**src/rtl/lc3b_mem_responder.sv**
```systemverilog
// Word-organized memory responder for the LC-3b MEM-stage port (read, byte-lane write).
// Latency: mem_resp exactly LATENCY cycles after acceptance; one request per LATENCY+1 cycles.
// Backpressure: the initiator holds its request until mem_resp; inputs are ignored while busy.
module lc3b_mem_responder #(
    parameter int DEPTH_WORDS = 256,
    parameter int LATENCY     = 3
) (
    input  logic        clk,
    input  logic        rst_n,
    input  logic        mem_read,
    input  logic        mem_write,
    input  logic [1:0]  mem_byte_enable,
    input  logic [15:0] mem_address,
    input  logic [15:0] mem_wdata,
    output logic [15:0] mem_rdata,
    output logic        mem_resp,
    output logic        busy,
    output logic        err
);

    localparam int AW = (DEPTH_WORDS > 1) ? $clog2(DEPTH_WORDS) : 1;
    // Counter only needs to hold LATENCY-2
    localparam int CW = (LATENCY > 2) ? $clog2(LATENCY) : 1;
    localparam logic [CW-1:0] CNT_LOAD = (LATENCY >= 2) ? CW'(LATENCY - 2) : '0;
    // Address bits outside the word index: bit 0 and everything above log2(DEPTH_WORDS)
    localparam logic [15:0] ADDR_DROP = ~(16'((DEPTH_WORDS - 1) << 1));

    typedef enum logic [1:0] {
        IDLE = 2'd0,
        WAIT = 2'd1,
        RESP = 2'd2
    } state_t;

    state_t         state;
    logic [CW-1:0]  cnt;
    logic           op_write;
    logic [AW-1:0]  idx;
    logic [1:0]     be_q;
    logic [15:0]    wdata_q;

    logic [15:0]    mem [DEPTH_WORDS];

    logic [AW-1:0]  req_idx;
    logic           unused_addr;

    // Word index drops bit 0 and wraps the byte address modulo DEPTH_WORDS*2
    assign req_idx     = mem_address[AW:1];
    assign unused_addr = ^(mem_address & ADDR_DROP);

    // Request sequencer: latch on acceptance, count out the latency, pulse mem_resp.
    // Read data is prefetched into mem_rdata on the edge entering RESP, so it is
    // stable for the whole response cycle and holds afterwards.
    always_ff @(posedge clk) begin
        if (!rst_n) begin
            state     <= IDLE;
            cnt       <= '0;
            mem_resp  <= 1'b0;
            busy      <= 1'b0;
            err       <= 1'b0;
            mem_rdata <= 16'h0000;
            op_write  <= 1'b0;
            idx       <= '0;
            be_q      <= 2'b00;
            wdata_q   <= 16'h0000;
        end else begin
            case (state)
                IDLE: begin
                    if (mem_read || mem_write) begin
                        // A simultaneous read+write is executed as a write and flagged
                        op_write <= mem_write;
                        idx      <= req_idx;
                        be_q     <= mem_byte_enable;
                        wdata_q  <= mem_wdata;
                        busy     <= 1'b1;
                        if (mem_read && mem_write) begin
                            err <= 1'b1;
                        end
                        if (LATENCY == 1) begin
                            state    <= RESP;
                            mem_resp <= 1'b1;
                            if (!mem_write) begin
                                mem_rdata <= mem[req_idx];
                            end
                        end else begin
                            cnt   <= CNT_LOAD;
                            state <= WAIT;
                        end
                    end
                end
                WAIT: begin
                    if (cnt != '0) begin
                        cnt <= cnt - CW'(1);
                    end else begin
                        state    <= RESP;
                        mem_resp <= 1'b1;
                        if (!op_write) begin
                            mem_rdata <= mem[idx];
                        end
                    end
                end
                RESP: begin
                    state    <= IDLE;
                    mem_resp <= 1'b0;
                    busy     <= 1'b0;
                end
                default: begin
                    state    <= IDLE;
                    mem_resp <= 1'b0;
                    busy     <= 1'b0;
                end
            endcase
        end
    end

    // Byte-lane write commit at the end of RESP; suppressed when reset is asserted that cycle
    always_ff @(posedge clk) begin
        if (rst_n && (state == RESP) && op_write) begin
            if (be_q[0]) begin
                mem[idx][7:0] <= wdata_q[7:0];
            end
            if (be_q[1]) begin
                mem[idx][15:8] <= wdata_q[15:8];
            end
        end
    end

endmodule

```
**config.mk**
```make
export PLATFORM = sky130hd
export DESIGN_NAME = lc3b_mem_responder
export DESIGN_NICKNAME = d
export VERILOG_FILES = /design/src/rtl/lc3b_mem_responder.sv
export SDC_FILE = /design/constraint.sdc
export NUM_CORES = 2
export LEC_CHECK = 0
export BUFFER_PORTS_ARGS = -buffer_cell sky130_fd_sc_hd__buf_2
export CAP_MARGIN = 40
export CORE_MARGIN = 2
export CORE_UTILIZATION = 50
export CTS_BUF_LIST = sky130_fd_sc_hd__clkbuf_8
export CTS_CLUSTER_DIAMETER = 80
export DETAILED_ROUTE_END_ITERATION = 10
export PLACE_DENSITY = 0.65
export SKIP_LAST_GASP = 1
export SYNTH_ARGS = -nofsm -noshare
export SYNTH_HDL_FRONTEND = slang
export SYNTH_SLANG_ARGS = --single-unit
```
**constraint.sdc**
```tcl
create_clock -name clk -period 5.7 [get_ports clk]
set_clock_uncertainty 0.2 [all_clocks]
set_input_delay 1.14 -clock clk [delete_from_list [all_inputs] [get_ports clk]]
set_output_delay 1.14 -clock clk [all_outputs]
set_load 0.01 [all_outputs]
```
==> results.md <==
- Outcome: completed
- Min-Delay Path Class: input port to flop
- Delay-heaviest family, CP: buffers and inverters
- Slew Limit Fails: 0
- Leak: 55.9 nW
- First-pass GRT wire length: 591 mm
- Starting Density: 0.504
- RSZ-0062 raised after global routing: no
- Worst-margin pin slew: 1460 ps
- Layout cells sized above 1: 0.256
- CTS sink count: 4,146
- Top FF cell, synth: edfxtp_1
- Avg Vias per Cell: 6.27
- Rel. slew slack: 0.0300
- Crit path required time: 6610 ps
- Synth warn: 0
- Max-cap viol count: 0
- Vias in the first global route: 81,124
- Critical Path Most Common Cell: buf_4
- Die ar.: 325,000 um2
- Root Driver: clkbuf_8
- FFs w/ async S/R, synth: 0
- Fill cell count: 23,425
- Worst Path Buf+Inv: 3
- FP Rows: 207
- Clock Latency Late Sink: 1210 ps
- Final hold vios: 0
- Power per cell area: 346 nW/um2
- Final period utilization: 0.788
- Final antenna-violating net count: 0
- CTS buffer count: 638
- EDFF count, synth: 4,096
- Placer congestion estimate: 0.863
- Wire per inst: 32.4 um
- Drt drc: 0
- CTS tree: yes
- Port-buffer cells: 48
- Setup Viol. Count Final: 0
- Worst Setup Path Type: flop to flop
- HPWL after DPL: 249 mm
- Die W: 570 um
- DIE HEIGHT: 570 um
- Synth Register Bits: 4,146
- Post-synthesis instance total: 7,575
- Initial DRC Count: 10,887
- Cell Chain, Critical Path: buf_12 > buf_4 > mux4_2 > a22oi_1 > a21oi_1 > nor4_1 > buf_4 > o21ai_1 > o221a_1
- Global Route Usage Sum: 0.255
- Antenna violations before repair: 20
- Fmax: 223 MHz
- Mapped Avg Cell Area: 21.2 um2
- Layout Nets: 8,204
- Via Count: 80,561
- Crit path DAT: 5400 ps
- Worst path slowest cell: dfxtp_4
- Core ar.: 319,000 um2
- Reg clk slew, reported paths: 60 ps
- Crit. End Element: flop
- Critical Path Start Type: flop
- CTS resizes: 0
- Post-synth top area cell: edfxtp_1
- Largest cells by area after synthesis: edfxtp_1, mux4_2, mux2i_1
- Routed wire length: 417 mm
- Area share of the largest cell type after synthesis: 0.767
- Seq/Total Area, Yosys: 0.773
- Worst-path fanout max: 59
- TritonRoute pass-1 iters: 5
- Worst vdd ir: 0.270 mV
- Top Ports: 57
- Largest net degree at the start of global routing: 258
- Clock Path Buffers: 4
- Most frequent cells in the layout: edfxtp_1, mux4_2, clkbuf_8, nor2_1, mux2i_1
- Syn_nets: 7,614
- H-tree level count: 6
- Final Critical Period: 4490 ps
- Max stage delay on crit path: 900 ps
- Commonest non-fill, non-tap cell in the layout: edfxtp_1
- GRT Residual Overflow: 0
- P&R area growth vs syn: 11.5%
- Final Power: 0.0620 W
- Fin Setup TNS: 0 ps
- Netlist cell types: 68
- Mapped Area: 160,000 um2
synth_stat cells, drive strengths merged, types with 4 or more instances:
library cell	instances
and2	6
nand3	56
dfxtp	50
inv	6
o21a	10
o22a	20
o2111ai	15
or3	11
a31oi	24
clkbuf	169
mux4	940
nor4	5
o31ai	10
o22ai	91
nand2b	7
a32oi	4
a21o	9
o21ai	78
a211oi	18
o311ai	5
nor2	584
a21oi	63
nor2b	15
a32o	5
a221oi	45
nand4	19
mux2i	396
nand2	175
mux2	5
nor3	23
a22oi	194
buf	313
a22o	15
o211ai	15
edfxtp	4096
a31o	9
a21boi	28
registers in the layout, indices dropped and copies added, names as in the netlist:
signal,flops
wdata_q,16
mem_rdata,16
mem_resp,1
be_q,2
op_write,1
busy,1
state,2
err,1
idx,8
mem,4096
cnt,2
worst min-delay path, stage by stage:
cell,delay [ps]
buf_2,130
a31oi_1,80
nor2b_1,90
power by group:
group / leakage [nW] / switching, W / internal (W)
Combinational: 11.6 / 0.00337 / 0.00176
Clock: 6.60 / 0.0115 / 0.0112
Sequential: 37.7 / 0.000248 / 0.0339
Total: 55.9 / 0.0151 / 0.0469
final timing paths:
kind | from | end | cells after the start | slack [ps]
setup reg to reg | idx[0]$_SDFFE_PN0P_ | mem_rdata[8]$_SDFFE_PN0P_ | 9 | 1210
hold / removal | mem_write | err$_SDFFE_PN0P_ | 3 | 100
setup / recovery | idx[0]$_SDFFE_PN0P_ | mem_rdata[8]$_SDFFE_PN0P_ | 9 | 1210
hold reg to reg | be_q[0]$_SDFFE_PN0P_ | be_q[0]$_SDFFE_PN0P_ | 2 | 270
stage by stage:
| step | utilization | hold slack, ps | cell area [um2] | worst slack, ps | instances |
|---|---|---|---|---|---|
| final | 0.562 | 103 | 179000 | 1210 | 12850 |
| after global routing | 0.562 | 89.0 | 179000 | 1030 | 12842 |
| after CTS | 0.562 | 3.80 | 179000 | 1200 | 12837 |
| after detailed placement | 0.525 | 264 | 167000 | 786 | 11690 |
| after global placement | 0.524 | 264 | 167000 | 742 | 11664 |
| after floorplan | - | 244 | 160000 | 1250 | 7575 |
final cells by class:
| class | instances | area, um2 | share of cell area |
|---|---|---|---|
| Multi-Input combinational cell | 2940 | 34100 | 0.190 |
| Inverter | 7 | 33.8 | 0.000189 |
| Sequential cell | 4146 | 124000 | 0.693 |
| Timing Repair Buffer | 432 | 4090 | 0.0228 |
| Clock inverter | 479 | 2440 | 0.0136 |
| Tap cell | 4180 | 5230 | 0.0292 |
| Antenna cell | 12 | 30.0 | 0.000168 |
| Clock buffer | 654 | 9000 | 0.0503 |
cells by family (layout without fill, tap and decap cells):
group | after synthesis | after routing | synth area share
fa+ha+maj | 1 | 1 | 0.0000780
buf+inv | 489 | 1572 | 0.0163
other cells | 0 | 12 | 0
compound gates | 678 | 678 | 0.0300
flops | 4146 | 4146 | 0.773
simple gates | 920 | 920 | 0.0237
mux | 1341 | 1341 | 0.157
per-layer routing:
layer | track usage | up-vias | part of all wire
met5 | 0 | - | 0.00011
met4 | 0.106 | 6 | 0.044
met3 | 0.0545 | 794 | 0.098
met2 | 0.393 | 4310 | 0.47
met1 | 0.357 | 42560 | 0.39
li1 | - | 32891 | -
repair_timing:
action / 4_1_cts / 5_1_grt
buffers inserted: 0 / 0
endpoints found under the hold margin: 14 / 0
hold buffers: 14 / 0
Note: power is estimated with default switching activity, not from simulation.
